<file path="src/rtl/gf180_ram_128x8_ctrl.sv">
// Initiator-side controller for the 128x8 GF180 SRAM macro: post-reset zero-fill,
// valid/ready request port, single-outstanding valid/ready read-response port.
module gf180_ram_128x8_ctrl #(
    parameter int unsigned ADDR_W     = 7,
    parameter int unsigned DATA_W     = 8,
    parameter bit          INIT_CLEAR = 1'b1
) (
    input  logic              CLK,
    input  logic              RST,
    output logic              init_done,
    input  logic              req_valid,
    output logic              req_ready,
    input  logic              req_we,
    input  logic [ADDR_W-1:0] req_addr,
    input  logic [DATA_W-1:0] req_wdata,
    input  logic [DATA_W-1:0] req_wmask,
    output logic              rsp_valid,
    input  logic              rsp_ready,
    output logic [DATA_W-1:0] rsp_rdata,
    output logic              sram_cen,
    output logic              sram_gwen,
    output logic [DATA_W-1:0] sram_wen,
    output logic [ADDR_W-1:0] sram_a,
    output logic [DATA_W-1:0] sram_d,
    input  logic [DATA_W-1:0] sram_q
);

    localparam int unsigned CNT_W = ADDR_W + 1;
    localparam logic [CNT_W-1:0] CNT_MAX = CNT_W'((2 ** ADDR_W) - 1);

    typedef enum logic [1:0] {
        ST_INIT    = 2'd0,
        ST_IDLE    = 2'd1,
        ST_RD_WAIT = 2'd2,
        ST_RSP     = 2'd3
    } state_e;

    localparam state_e ST_RESET = INIT_CLEAR ? ST_INIT : ST_IDLE;

    state_e            state_q, state_d;
    logic [CNT_W-1:0]  cnt_q, cnt_d;
    logic              init_done_q, init_done_d;
    logic              rsp_valid_q, rsp_valid_d;
    logic [DATA_W-1:0] rsp_rdata_q, rsp_rdata_d;
    logic              fire;

    // Request acceptance: only in IDLE, never while reset is held.
    always_comb begin
        req_ready = (state_q == ST_IDLE) && !RST;
        fire      = req_valid && req_ready;
    end

    // Next-state and registered-output computation.
    always_comb begin
        state_d     = state_q;
        cnt_d       = cnt_q;
        init_done_d = init_done_q;
        rsp_valid_d = rsp_valid_q;
        rsp_rdata_d = rsp_rdata_q;
        case (state_q)
            ST_INIT: begin
                // Counter stops at the last address; no second pass.
                if (cnt_q == CNT_MAX) begin
                    state_d     = ST_IDLE;
                    init_done_d = 1'b1;
                end else begin
                    cnt_d = cnt_q + CNT_W'(1);
                end
            end
            ST_IDLE: begin
                if (fire && !req_we) begin
                    state_d = ST_RD_WAIT;
                end
            end
            ST_RD_WAIT: begin
                // Macro Q is valid this cycle; capture it for the response.
                rsp_rdata_d = sram_q;
                rsp_valid_d = 1'b1;
                state_d     = ST_RSP;
            end
            ST_RSP: begin
                if (rsp_ready) begin
                    rsp_valid_d = 1'b0;
                    state_d     = ST_IDLE;
                end
            end
            default: begin
                state_d = ST_IDLE;
            end
        endcase
    end

    // State and output registers with asynchronous active-high clear.
    always_ff @(posedge CLK or posedge RST) begin
        if (RST) begin
            state_q     <= ST_RESET;
            cnt_q       <= '0;
            init_done_q <= !INIT_CLEAR;
            rsp_valid_q <= 1'b0;
            rsp_rdata_q <= '0;
        end else begin
            state_q     <= state_d;
            cnt_q       <= cnt_d;
            init_done_q <= init_done_d;
            rsp_valid_q <= rsp_valid_d;
            rsp_rdata_q <= rsp_rdata_d;
        end
    end

    // Macro pins follow the fill counter or the firing request in the same cycle.
    always_comb begin
        sram_cen  = 1'b1;
        sram_gwen = 1'b1;
        sram_wen  = '1;
        sram_a    = '0;
        sram_d    = '0;
        if (!RST) begin
            if (state_q == ST_INIT) begin
                sram_cen  = 1'b0;
                sram_gwen = 1'b0;
                sram_wen  = '0;
                sram_a    = cnt_q[ADDR_W-1:0];
            end else if (fire) begin
                sram_cen = 1'b0;
                sram_a   = req_addr;
                sram_d   = req_wdata;
                if (req_we) begin
                    sram_gwen = 1'b0;
                    sram_wen  = ~req_wmask;
                end
            end
        end
    end

    assign init_done = init_done_q;
    assign rsp_valid = rsp_valid_q;
    assign rsp_rdata = rsp_rdata_q;

endmodule

</file>
<file path="config.mk">
export PLATFORM = sky130hd
export DESIGN_NAME = gf180_ram_128x8_ctrl
export DESIGN_NICKNAME = d
export VERILOG_FILES = /design/src/rtl/gf180_ram_128x8_ctrl.sv
export SDC_FILE = /design/constraint.sdc
export NUM_CORES = 1
export LEC_CHECK = 0
export CORE_AREA = 2 2 58 60
export DETAILED_ROUTE_END_ITERATION = 10
export DIE_AREA = 0 0 60 62
export GPL_TIMING_DRIVEN = 0
export PLACE_DENSITY = 0.92
export SLEW_MARGIN = 20
export SYNTH_ARGS = -nofsm -noshare
export SYNTH_HDL_FRONTEND = slang
export SYNTH_SLANG_ARGS = --single-unit
</file>
<file path="constraint.sdc">
create_clock -name CLK -period 2.74 [get_ports CLK]
set_input_delay 0.685 -clock CLK [delete_from_list [all_inputs] [get_ports CLK]]
set_output_delay 0.685 -clock CLK [all_outputs]
set_load 0.1 [all_outputs]
</file>
==> results.cfg, run 1 <==
[worst_setup_path]
end_kind = primary output
r2r-end = cnt_q[7]
cp_max_fo = 9
path_buf_inv = 4
cp_top_family = buffers and inverters
cp_slowest_cell = dfrtp_1
crit_type = register to primary output
path_common_cell = buf_4
r2r_setup_slack_ns = 1.09
ff2ff_path_depth = 7
crit_chain = inv_2 -> ha_1 -> buf_4 -> nor3_4 -> buf_4 -> a22o_1 -> buf_6
cp_slowest_stage_delay_ns = 0.41
required_ns = 2.06
arrival_ns = 1.97
crit_path_start_kind = register
reg2reg_from = state_q[1]

[job]
timing.max_cap.violations = 0

[timing]
finalCriticalPeriod_ns = 2.66
skew_ns = 0.00218
finalHoldViolations = 0
tightest_slew_ns = 0.987
slew_headroom_pct = 34.0
maxSlewViolCount = 0
timing.final.crit_share_pct = 97.0
fmax_mhz = 376
final-setup-viol-count = 0
fin_setup_tns_ns = 0

[cts]
cts_tree = built
cts_buffer_depth = 2
cts.clk_slew.worst_paths_ns = 0.12
cts-root-buf = clkbuf_4
cts.sinks = 20
cts_made_buffers = 3
clock_latency_ns = 0.30
cts-hold-fix-buffers = 0
htreeDepth = 1

[floorplanning]
core-area_um2 = 3180
die_area_um2 = 3720
rows = 21
start_util_pct = 36.4
dieHeight_um = 62
num_io_pins = 72
die_w_um = 60

[synth]
synth_most_common_cell = dfrtp_1
yosys-top-cells-count = dfrtp_1, and2_1, mux2_2, o21ai_0, inv_1
synth_nets = 151
synth_top_family_by_area = compound AO/OA/AOI/OAI gates
avgSynthCellArea_um2 = 10.5
synthTopCellsByArea = dfrtp_1, mux2_2, ha_1, a22o_1, and2_1
synth_edf_count = 0
netlist_area_um2 = 1160
ys_ff_latch = 20
synth_xor_area_share_pct = 1.51
yosysWarningCount = 0
synthAdderAreaFrac_pct = 5.40
synth_top_area_share_pct = 43.2
ys_async_sr_fraction_pct = 100
yosysSeqAreaShare_pct = 43.2
synthFlopType = dfrtp_1
synth_compound_area_share_pct = 18.1
synth_cell_types = 30
synthMuxAreaShare_pct = 12.7
yosysTopAreaCell = dfrtp_1
synth-simple-area-share_pct = 15.3
synth_cells = 110

[drt]
wl_um = 3280
drcViolationCount = 0
vias = 1173
drtPass1Iterations = 4
wire_per_inst_um = 13.7
drtIter0Drc = 31
detail-route-antenna-nets = 0
vias_per_cell = 4.91

[global_route]
grt_pass1_vias = 1114
grt_util_met1_pct = 18.8
gr-total-overflow = 0
met2_usage_pct = 28.4
grt_pass1_wl_um = 4710
top_usage_layer = met2
grtUsageTotal_pct = 16.6
met3_usage_pct = 7.66
grt_max_degree = 13
antenna_found_initial = 0

[finish]
drive_above_1_share_pct = 38.9
area_growth_pct = 87.4
final_nets = 235
insertedDiodeCount = 0

[outcome]
status = finished clean

[hold_path]
min_delay_worst_endpoint = init_done
hp-class = register to register
whs_path_depth = 1
hold_path_startpoint = init_done

[placed_design]
dpl.hpwl_um = 2290
portBuffers = 71
routabilityCongestion = 0.743

[pwr]
p_leak_nw = 0.942
peakVddDrop_mv = 0.856
power_mw = 2.70
powerDensity_nw_per_um2 = 1240
[sequential cells by signal (all words and copies together) (netlist names)]
register   cells
cnt_q          8
state_q        2
rsp_rdata      8
rsp_valid      1
init_done      1
[cells in the final DEF, fill, tap and decap left out, types with 3 or more instances in the layout]
master	netlist	layout
and2_2	0	8
nand3_1	5	5
nor2_1	6	5
inv_1	7	5
nand2_1	5	3
ha_1	5	4
a22o_1	6	4
mux2_2	8	8
buf_4	0	11
a21oi_1	5	5
dfrtp_1	20	20
clkbuf_4	0	4
buf_12	0	7
buf_6	0	7
o21ai_1	0	8
clkdlybuf4s50_1	0	43
buf_8	0	3
[worst register-to-register path, stage by stage, from the launching register on]
cell	delay, ns
dfrtp_1	0.42
inv_1	0.10
ha_1	0.15
buf_4	0.19
nand3_1	0.11
nor2_1	0.19
nand2_1	0.08
mux2_1	0.31
[timing repair]
item,4_1_cts,5_1_grt
pin swaps,1,2
gates cloned,2,1
endpoints found under the setup margin,26,24
buffers inserted,1,4
gates resized for setup,167,45
endpoints found under the hold margin,0,0
[worst max-delay path by stage]
stage | from | endpoint | slack, ns | depth (start not counted)
6_report | state_q[0] | sram_a[2] | 0.08 | 7
5_1_grt | state_q[0] | sram_a[2] | -0.03 | 7
4_1_cts | state_q[0] | sram_a[0] | -0.02 | 7
3_5_place_dp | RST | sram_a[0] | -1.30 | 5
3_3_place_gp | RST | sram_a[0] | -1.29 | 5
2_1_floorplan | state_q[0] | sram_wen[0] | -0.29 | 5
[report_power, final]
group	internal, mW	leakage [nW]	total (mW)	switching [mW]
clock	0.148	0.0279	0.243	0.0949
combinational	0.583	0.668	1.93	1.35
sequential	0.418	0.245	0.525	0.108
total	1.15	0.942	2.70	1.55
[stage by stage]
| stage | utilization, % | worst slack (ns) | area, um^2 | std cells | hold slack [ns] |
|---|---|---|---|---|---|
| 6_report | 68.3 | 0.0825 | 2170 | 239 | 0.475 |
| 5_1_grt | 68.3 | -0.0274 | 2170 | 239 | 0.506 |
| 3_3_place_gp | 61.3 | -1.29 | 1950 | 227 | 0.442 |
| 4_1_cts | 63.6 | -0.0170 | 2020 | 234 | 0.489 |
| 3_5_place_dp | 61.3 | -1.30 | 1950 | 227 | 0.451 |
| 2_1_floorplan | - | -0.292 | 1180 | 110 | 0.476 |
[layout make-up]
cell class | instances | area (um^2)
Multi-Input combinational cell | 80 | 669
Clock buffer | 3 | 22.5
Clock inverter | 1 | 30.0
Buffer | 4 | 30.0
Fill cell | 235 | 1010
Timing Repair inverter | 1 | 5.00
Tap cell | 46 | 57.6
Inverter | 7 | 30.0
Sequential cell | 20 | 500
Timing Repair Buffer | 77 | 826
[metal layers]
metal	wire (um)	up-vias	part of all wire, %
met5	0	-	0
met1	1270	549	39
met4	16	0	0.49
met2	1570	65	48
li1	-	557	-
met3	429	2	13
[kinds of logic after synthesis]
group / Yosys count
buf+inv: 11
flops: 20
simple gates: 31
fa+ha+maj: 5
mux: 13
compound gates: 28
xor+xnor: 2
Note: power is estimated with default switching activity, not from simulation.
==> run 2, diff against run 1 <==
ABC_AREA = 1   (was not set)
CORE_AREA = 2 2 59 61   (was 2 2 58 60)
DIE_AREA = 0 0 61 63   (was 0 0 60 62)
TNS_END_PERCENT = 100   (was not set)
==> results.cfg, run 2 <==
[drt]
drtPass1Iterations = 5
detail-route-antenna-nets = 0
drtIter0Drc = 40
drcViolationCount = 0
wl_um = 3990
vias_per_cell = 4.92
wire_per_inst_um = 14.1
vias = 1397

[worst_setup_path]
cp.depth = 8
crit_path_start_kind = input port
required_ns = 2.06
crit_chain = clkdlybuf4s50_1 -> nand2_4 -> nand2_4 -> inv_12 -> a21oi_4 -> buf_6 -> o21ai_2 -> buf_8
crit_end = sram_wen[5]
cp_top_family = buffers and inverters
cp_slowest_stage_delay_ns = 0.53
crit_type = input port to primary output
reg2reg_from = cnt_q[1]
startpoint = req_valid
r2r_setup_slack_ns = 1.20
ff2ff_path_depth = 8
r2r-end = state_q[1]
cp_max_fo = 6
path_common_cell = nand2_4
arrival_ns = 2.01
end_kind = primary output
path_buf_inv = 4
cp_slowest_cell = clkdlybuf4s50_1

[finish]
insertedDiodeCount = 0
area_growth_pct = 90.5
stdcell_count = 284
final_cell_area_um2 = 2340
finalCoreUtilization_pct = 72.4
final_cell_mix = clkdlybuf4s50_1, nand2_1, dfrtp_1
final_nets = 280
final_common_cell = clkdlybuf4s50_1
drive_above_1_share_pct = 35.7

[placed_design]
dpl-instance-area_um2 = 2190
portBuffers = 71
dpl.hpwl_um = 2790
placed_cells = 276
routabilityCongestion = 0.781
dp_slack_ns = -1.71

[global_route]
grtUsageTotal_pct = 20.8
gr-total-overflow = 0
grt_max_degree = 13
grt_pass1_wl_um = 6040
grt_pass1_vias = 1340
antenna_found_initial = 0

[floorplanning]
start_util_pct = 38.0
num_io_pins = 72
die_area_um2 = 3840
dieHeight_um = 63
rows = 21
core-area_um2 = 3230
die_w_um = 61

[cts]
cts_made_buffers = 3
cts.sinks = 20
clock_latency_ns = 0.31
cts_tree = built
cts-root-buf = clkbuf_4
cts_buffer_depth = 2
htreeDepth = 1
cts-hold-fix-buffers = 0
cts.clk_slew.worst_paths_ns = 0.11

[timing]
skew_ns = 0.00787
tightest_slew_ns = 0.982
maxSlewViolCount = 0
finalHoldViolations = 0
finalCriticalPeriod_ns = 2.70
timing.final.crit_share_pct = 98.5
fmax_mhz = 371
fin_ws_ns = 0.0417
final-setup-viol-count = 0
slew_headroom_pct = 34.3
fin_setup_tns_ns = 0
rsz0062_at_grt = yes

[hold_path]
hp-class = register to register

[synth]
synth_cells = 159
yosysWarningCount = 0
ys_ff_latch = 20
yosys-top-cells-count = nand2_1, dfrtp_1, inv_1
synth_nets = 200
synth_top_area_share_pct = 40.7
synth_most_common_cell = nand2_1
synthFlopType = dfrtp_1
synth_cell_types = 21
yosysSeqAreaShare_pct = 40.7
synthTopCellsByArea = dfrtp_1, nand2_1, mux2_2, o21ai_0, inv_1
yosysTopAreaCell = dfrtp_1
avgSynthCellArea_um2 = 7.73
synth_edf_count = 0
netlist_area_um2 = 1230
ys_async_sr_fraction_pct = 100

[job]
timing.max_cap.violations = 0

[outcome]
status = finished clean

[pwr]
p_leak_nw = 1.04
peakVddDrop_mv = 0.287
powerDensity_nw_per_um2 = 313
## run 2: repair_timing
action | CTS | global route
setup buffers | 3 | 0
cloned | 1 | 0
pin swaps | 0 | 1
endpoints found under the setup margin | 26 | 25
resized for setup | 171 | 23
## run 2: metrics by stage
| step | hold WS (ns) | total power, mW |
|---|---|---|
| 3_3_place_gp | 0.459 | 0.475 |
| 4_1_cts | 0.492 | 0.727 |
| 6_report | 0.490 | 0.732 |
| 5_1_grt | 0.499 | 0.756 |
| 2_1_floorplan | 0.491 | 0.401 |
| 3_5_place_dp | 0.462 | 0.477 |
## run 2: where the power goes
part	internal, mW	switching (mW)
clock	0.148	0.0954
sequential	0.295	0
combinational	0.0794	0.115
total	0.522	0.210
## run 2: cell families (layout without fill, tap and decap cells)
| family | count (synthesis) | after routing | synth area share [%] |
|---|---|---|---|
| xor+xnor | 2 | 2 | 1.43 |
| compound gates | 23 | 23 | 10.7 |
| buf+inv | 25 | 104 | 8.45 |
| fa+ha+maj | 5 | 5 | 5.09 |
| flops | 20 | 20 | 40.7 |
| mux | 8 | 8 | 7.33 |
| simple gates | 76 | 76 | 26.3 |
## run 2: per-layer routing
metal  routed length, um  vias up  track usage, %
met5                   0        -               0
met3                 206        8            3.73
li1                    -      672               -
met1                1600      668            25.0
met4                  71        0            8.15
met2                2120       49            35.6
## run 2: worst min path at each step
stage                     startpoint         end  slack (ns)  cells after the start
after CTS                  init_done   init_done        0.49                      1
after global placement     init_done   init_done        0.46                      1
after detailed placement   init_done   init_done        0.46                      1
after global routing       init_done   init_done        0.50                      1
after floorplan           state_q[1]  state_q[1]        0.49                      2
final                      init_done   init_done        0.49                      1
## run 2: cell type report
| type | instances | area [um^2] |
|---|---|---|
| buffer | 4 | 31.3 |
| clock buffer | 3 | 22.5 |
| clock inverter | 1 | 30.0 |
| fill | 240 | 891 |
| inverter | 21 | 97.6 |
| multi-input combinational | 114 | 815 |
| sequential | 20 | 500 |
| tap | 46 | 57.6 |
| timing repair buffer | 74 | 782 |
| timing repair inverter | 1 | 5.00 |
==> run 3, diff against run 2 <==
CORE_AREA = 2 2 61 63   (was 2 2 59 61)
DIE_AREA = 0 0 63 65   (was 0 0 61 63)
PLACE_DENSITY = 0.87   (was 0.92)
SLEW_MARGIN = not set   (was 20)
TNS_END_PERCENT = 5   (was 100)
clock period = 2.75 ns   (was 2.74 ns; I/O delays follow)
==> results.cfg, run 3 (synthesis results as in run 2) <==
[outcome]
status = finished clean

[worst_setup_path]
startpoint = req_valid
cp_slowest_cell = clkdlybuf4s50_1
end_kind = primary output
arrival_ns = 1.98
crit_chain = clkdlybuf4s50_1 -> nand2_2 -> nand2_4 -> inv_12 -> a21oi_4 -> buf_12 -> o21ai_2 -> buf_6
crit_path_start_kind = input port
crit_type = input port to primary output
reg2reg_from = cnt_q[1]
cp.depth = 8
r2r-end = cnt_q[2]
path_buf_inv = 4
cp_slowest_stage_delay_ns = 0.49
r2r_setup_slack_ns = 1.24
required_ns = 2.06
ff2ff_path_depth = 8
cp_top_family = buffers and inverters
cp_max_fo = 9

[hold_path]
min_delay_worst_endpoint = init_done
hold_path_startpoint = init_done
hp-class = register to register
whs_path_depth = 1

[drt]
drtIter0Drc = 41
drtPass1Iterations = 4
drcViolationCount = 0
vias_per_cell = 4.79
wire_per_inst_um = 12.9
wl_um = 3680
vias = 1369
detail-route-antenna-nets = 0

[pwr]
powerDensity_nw_per_um2 = 311
peakVddDrop_mv = 0.332
p_leak_nw = 1.02

[finish]
final_common_cell = clkdlybuf4s50_1
area_growth_pct = 88.5
fillers = 281
drive_above_1_share_pct = 36.1
multiInputGateArea_um2 = 790
ff_latch_area_um2 = 502
final_cell_area_um2 = 2320
insertedDiodeCount = 0
final_nets = 280
final_cell_mix = clkdlybuf4s50_1, nand2_1, buf_6, dfrtp_1, inv_1
stdcell_count = 286

[cts]
cts-hold-fix-buffers = 0
cts.clk_slew.worst_paths_ns = 0.12
htreeDepth = 1
cts-root-buf = clkbuf_4
cts.sinks = 20
cts_made_buffers = 3
cts_buffer_depth = 2
cts_tree = built
clock_latency_ns = 0.30

[timing]
finalCriticalPeriod_ns = 2.66
tightest_slew_ns = 0.982
slew_headroom_pct = 34.3
maxSlewViolCount = 0
timing.final.crit_share_pct = 96.8
final-setup-viol-count = 0
skew_ns = 0.00139
rsz0062_at_grt = yes
finalHoldViolations = 0
fmax_mhz = 376

[floorplanning]
rows = 22
dieHeight_um = 65
start_util_pct = 35.1
core-area_um2 = 3500
die_area_um2 = 4100
die_w_um = 63
num_io_pins = 72

[global_route]
grt_pass1_vias = 1390
grtUsageTotal_pct = 19.5
gr-total-overflow = 0
antenna_found_initial = 0
grt_max_degree = 13
grt_pass1_wl_um = 6430

[placed_design]
routabilityCongestion = 0.814
placed_cells = 278
dpl-instance-area_um2 = 2160
portBuffers = 71
dpl.hpwl_um = 2730

[job]
timing.max_cap.violations = 0
[run 3: cell count changes in the layout (fill, tap and decap cells not counted), sizes merged]
cell	before	now
clkdlybuf4s15	1	2
clkbuf	7	6
[run 3: per-stage QoR]
step                      setup slack (ns)  setup TNS [ns]  hold slack [ns]  power [mW]  util [%]
after floorplan                     -0.425           -4.12            0.491       0.397         -
after global placement               -1.69          -33.18            0.459       0.470      61.8
after detailed placement             -1.74          -34.21            0.462       0.471      61.8
final                               0.0870               0            0.493       0.720      66.2
after CTS                         -0.00176        -0.00339            0.494       0.727      64.6
after global routing              -0.00616        -0.00995            0.539       0.757      66.2
[run 3: report_power, final]
group          switching (mW)  internal (mW)  leakage (nW)
registers                   0          0.294         0.258
clock network          0.0950          0.147        0.0279
logic                   0.109         0.0739         0.738
[run 3: metal layers]
| layer | vias to the layer above | global-route usage (%) | part of all wire, % | wire length (um) |
|---|---|---|---|---|
| met4 | 0 | 6.39 | 1.1 | 39 |
| met2 | 45 | 34.0 | 53 | 1940 |
| met5 | - | 0 | 0 | 0 |
| li1 | 673 | - | - | - |
| met3 | 7 | 5.21 | 5.4 | 197 |
| met1 | 644 | 23.4 | 41 | 1500 |
[run 3: how the worst max path moves through the flow]
| stage | slack [ns] | endpoint |
|---|---|---|
| floorplan | -0.43 | sram_a[0] |
| global placement | -1.69 | sram_wen[3] |
| detailed placement | -1.74 | sram_wen[3] |
| CTS | -0.002 | sram_a[3] |
| global route | -0.006 | sram_wen[6] |
| finish | 0.09 | sram_wen[6] |
[run 3: what timing repair did]
item,CTS,global route
setup buffers,2,1
pin swaps,0,0
setup endpoints to repair,26,25
gates resized for setup,175,14
gates cloned,1,0
[run 3: cell type report]
type	instances	area share, %
Multi-Input combinational cell	114	34.1
Timing Repair Buffer	74	33.4
Sequential cell	20	21.7
Inverter	21	4.21
Tap cell	48	2.59
Buffer	4	1.51
Clock inverter	1	1.30
Clock buffer	3	0.972
Timing Repair inverter	1	0.216
[run 3: worst reg2reg max path: cells and delay by family (launching register included)]
kind / cells / cell delay (ns)
fa+ha+maj: 1 / 0.24
buf+inv: 2 / 0.16
flops: 1 / 0.42
simple gates: 5 / 0.59
==> variant 1, RTL diff (settings of run 3) <==
The parameter `INIT_CLEAR` goes from 1'b1 to 1'b0.
--- a/src/rtl/gf180_ram_128x8_ctrl.sv
+++ b/src/rtl/gf180_ram_128x8_ctrl.sv
@@ -3,7 +3,7 @@
 module gf180_ram_128x8_ctrl #(
     parameter int unsigned ADDR_W     = 7,
     parameter int unsigned DATA_W     = 8,
-    parameter bit          INIT_CLEAR = 1'b1
+    parameter bit          INIT_CLEAR = 1'b0
 ) (
     input  logic              CLK,
     input  logic              RST,
Function: changed (a bounded check fails within 4 cycles, from zero or initial values and one cycle with RST high).
==> variant 1 against run 3 <==
The flow now finishes with violations (setup timing); core utilization is 3.3 points higher; power down 12%; synthesized area increased by 0.92%; sequential cell count down 1; setup slack worse by 100 ps; clock power shrank 40%; final area up 5.0%; wire length rose by 10%; non-clock buffer count unchanged; critical path type unchanged; largest power group unchanged.
==> variant 1: results (changes against run 3) <==
* P_seq at 0.279 mW (-5%)
* Number of global-route vias before repair at 1273 (-8.4%)
* P_leak at 1.05 nW (+2.7%)
* Slew HR at 0.350 (+0.00637)
* Drt via density at 4.79 (about the same)
* Failing checks: setup timing
* Worst path arrival time at 2080 ps (+100 ps)
* Routability cong. at 0.767 (-5.8%)
* Hold Crit Class: reg -> reg
* Avg Cell Area, Syn at 8.00 um2 (+3.5%)
* Starting DRT DRC Count at 35 (-15%)
* Drt total wl at 4050 um (+10%)
* Placed Cells at 273 (-1.8%)
* Outcome: complete, but fails checks
* End of the critical path: sram_a[4]
* YS warnings at 0 (unchanged)
* Initial antenna violation count at 0 (unchanged)
* CP max stage delay at 530 ps (+40 ps)
* Top post-synthesis cells by area: dfrtp_1, nand2_1, o21ai_0
* FF-to-FF Start: state_q[0]
* Resize count post-CTS at 186 (+6.3%)
* CP max stage cell: clkdlybuf4s50_1
* Setup bufs post-CTS at 1 (-1)
* Skew final at 4.82 ps (+3.43 ps)
* Drt pass-1 iters at 4 (unchanged)
* # port buffers at 70 (-1.4%)
* Fin cells at 280 (-2.1%)
* Delay-heaviest family, CP: buffers and inverters
* Clock transition at path regs at 110 ps
* Post-layout worst setup margin at -13.4 ps (-100 ps)
* Setup violators final at 1 (+1)
* VDD IR-drop max at 0.000346 V (+4.3%)
* Worst skew pair latency at 290 ps
* Async SR Flop Fraction at 1.00 (unchanged)
* Total GRT Usage at 0.182 (-0.0129)
* Crit-path max FO at 10 (+1)
* CTS max path bufs at 2 (unchanged)
* Worst Setup SP: req_valid
* Worst Hold Launch: cnt_q[2]
* Ratio of cells with drive above 1 in the final layout at 0.388 (+0.0266)
* First-pass GRT wire length at 5980 um (-7.1%)
* Ys flop type: dfrtp_1
* Num CTS Buffers at 3 (unchanged)
* Antenna Cells at 0 (unchanged)
* Switching power at 0.210 mW (+2.8%)
* RR Endpoint: cnt_q[5]
* Mapped Nets at 196 (-2.0%)
* Root Buffer: clkbuf_4
* Post-synth top cells: nand2_1, dfrtp_1, o21ai_0, inv_1, nor2_1
* Cells on Worst Hold Path at 2 (+1)
* Hold slack at 510 ps (+16.7 ps)
* Final HPWL DP at 2740 um (+0.23%)
* Cell depth of the worst flop-to-flop path at 7 (-1)
* Fillers at 264 (-6.0%)
* Sequential-to-total area share from yosys stat at 0.384 (-0.0229)
* Count of cell types in the netlist at 26 (+24%)
* Hold Path Sink: cnt_q[2]
* Comb power at 0.208 mW (+14%)
* Yosys top cell area share at 0.363 (-0.0441)
## variant 1: routing by layer
layer / global-route usage / share of wire / up-vias
met5: 0 / 0 / -
met4: 0.0444 / 0.025 / 0
met2: 0.332 / 0.57 / 34
met3: 0.0295 / 0.033 / 8
li1: - / - / 650
met1: 0.224 / 0.37 / 648
## variant 1: layout make-up
| class | instances | area [um2] | share of cell area |
|---|---|---|---|
| clock buffer | 3 | 22.5 | 0.00926 |
| inverter | 20 | 92.6 | 0.0381 |
| timing repair buffer | 72 | 898 | 0.369 |
| sequential | 19 | 477 | 0.196 |
| tap | 48 | 60.1 | 0.0247 |
| buffer | 6 | 46.3 | 0.0190 |
| multi-input combinational | 110 | 827 | 0.340 |
| clock inverter | 1 | 5.00 | 0.00206 |
| timing repair inverter | 1 | 3.75 | 0.00154 |
## variant 1: stage by stage
step / worst slack (ps) / TNS, ps / utilization / area, um2 / total power, mW
floorplan: -426 / -4150 / - / 1400 / 0.388
global placement: -1450 / -29280 / 0.619 / 2160 / 0.461
detailed placement: -1470 / -29860 / 0.619 / 2160 / 0.463
CTS: 2.38 / 0 / 0.651 / 2280 / 0.628
global route: -66.6 / -590 / 0.696 / 2430 / 0.660
finish: -13.4 / -13.4 / 0.696 / 2430 / 0.631
## variant 1: cell families (layout without fill, tap and decap cells)
| group | Yosys count | after routing | share of synthesized area |
|---|---|---|---|
| and+or+nand+nor | 70 | 70 | 0.260 |
| buffers and inverters | 26 | 103 | 0.0898 |
| AOI/OAI and AO/OA | 22 | 22 | 0.111 |
| DFF | 19 | 19 | 0.384 |
| muxes | 8 | 8 | 0.0727 |
| adders and majority gates | 5 | 5 | 0.0505 |
| xor gates and xnor gates | 4 | 4 | 0.0283 |
| other | 1 | 1 | 0.00302 |
==> variant 2, RTL diff (config.mk and constraints of run 3) <==
Made on the original files. Encoding of `state_e`: now one-hot (4 bits for 4 states).
--- a/src/rtl/gf180_ram_128x8_ctrl.sv
+++ b/src/rtl/gf180_ram_128x8_ctrl.sv
@@ -28,11 +28,11 @@
     localparam int unsigned CNT_W = ADDR_W + 1;
     localparam logic [CNT_W-1:0] CNT_MAX = CNT_W'((2 ** ADDR_W) - 1);
 
-    typedef enum logic [1:0] {
-        ST_INIT    = 2'd0,
-        ST_IDLE    = 2'd1,
-        ST_RD_WAIT = 2'd2,
-        ST_RSP     = 2'd3
+    typedef enum logic [3:0] {
+        ST_INIT    = 4'b0001,
+        ST_IDLE    = 4'b0010,
+        ST_RD_WAIT = 4'b0100,
+        ST_RSP     = 4'b1000
     } state_e;
 
     localparam state_e ST_RESET = INIT_CLEAR ? ST_INIT : ST_IDLE;
Function: same outputs for any inputs over 10 cycles, from zero or initial values and one cycle with RST high; not proved beyond that.
==> variant 2 against run 3 <==
Clock skew is essentially flat; core utilization shrank 1.9 points; synthesized area up 12%; count of clock-buffer cells in the layout did not move; setup slack got worse by 57 ps; critical path depth shrank 2; final area decreased by 2.8%; first-iteration DRC count up 4.9%; sequential cell count is 2 higher; wire length down 1.5%; largest cell class unchanged.
Power is not compared: it rests on default switching activity, and its combinational part moved more than twofold at a synthesized area within 25%.
==> variant 2: results (changes against run 3) <==
* First-pass GRT wire length at 6000 um (-6.6%)
* CP max stage delay at 520 ps (+30 ps)
* Met3 Resource Use GR at 0.0434 (-0.00868)
* Drt via density at 4.58 (-4.3%)
* GR met2 Demand/Resource at 0.318 (-0.0226)
* Drt total wl at 3620 um (-1.5%)
* Starting DRT DRC Count at 43 (+4.9%)
* Clock-cell share of area at 0.0233 (+0.000656)
* Skew final at 1.68 ps (+0.293 ps)
* Ratio of cells with drive above 1 in the final layout at 0.275 (-0.0865)
* Register share of the cell area at 0.245 (+0.0285)
* Clk sinks at 22 (+10%)
* FF-to-FF Start: cnt_q[0]
* End of the critical path: sram_a[4]
* Post-synth top cells: nand2_1, inv_1, dfrtp_1, o21ai_0, nand3_1
* Count of cell types in the netlist at 29 (+38%)
* Worst slack at placement at -1610 ps (+125 ps)
* GR Util met1 at 0.216 (-0.0173)
* RR Endpoint: state_q[1]
* Outcome: complete, no violations
* Data buffer area share at 0.322 (-0.0271)
* Worst path arrival time at 2030 ps (+50 ps)
* Invs w/o clock at 36 (+64%)
* Top post-synthesis cells by area: dfrtp_1, nand2_1, inv_1
* Hold slack at 491 ps (-1.89 ps)
* Number of global-route vias before repair at 1391 (+0.072%)
* Total GRT Usage at 0.184 (-0.0115)
* Mapped Nets at 222 (+11%)
* Repair and plain buffers at 75 (-3.8%)
* Resize count post-CTS at 137 (-22%)
* Worst R2R Setup Slack at 1360 ps (+120 ps)
* Sequential-to-total area share from yosys stat at 0.401 (-0.00606)
* Cell depth of the worst flop-to-flop path at 7 (-1)
[variant 2: changes by cell type after synthesis, sizes merged, moves of 2 or more]
cell	change
nor2	+2
nor3	+2
or2	+9
inv	+14
ha	-4
mux2	-8
nand2	+6
nand3	+3
[variant 2: through the flow]
| step | std cells | utilization |
|---|---|---|
| 6_report | 310 | 0.644 |
| 5_1_grt | 310 | 0.644 |
| 4_1_cts | 310 | 0.646 |
| 3_5_place_dp | 304 | 0.628 |
| 3_3_place_gp | 304 | 0.628 |
| 2_1_floorplan | 185 | - |
[variant 2: routing by layer]
metal  wire [um]  share of wire
met5           0              0
met4          56          0.015
met3         272          0.075
met2        1780           0.49
met1        1510           0.42
[variant 2: logic make-up after synthesis]
family | Yosys count | synth area share
DFF | 22 | 0.401
and+or+nand+nor | 97 | 0.356
xor gates and xnor gates | 3 | 0.0191
buffers and inverters | 38 | 0.113
AOI/OAI and AO/OA | 24 | 0.102
adders and majority gates | 1 | 0.00910
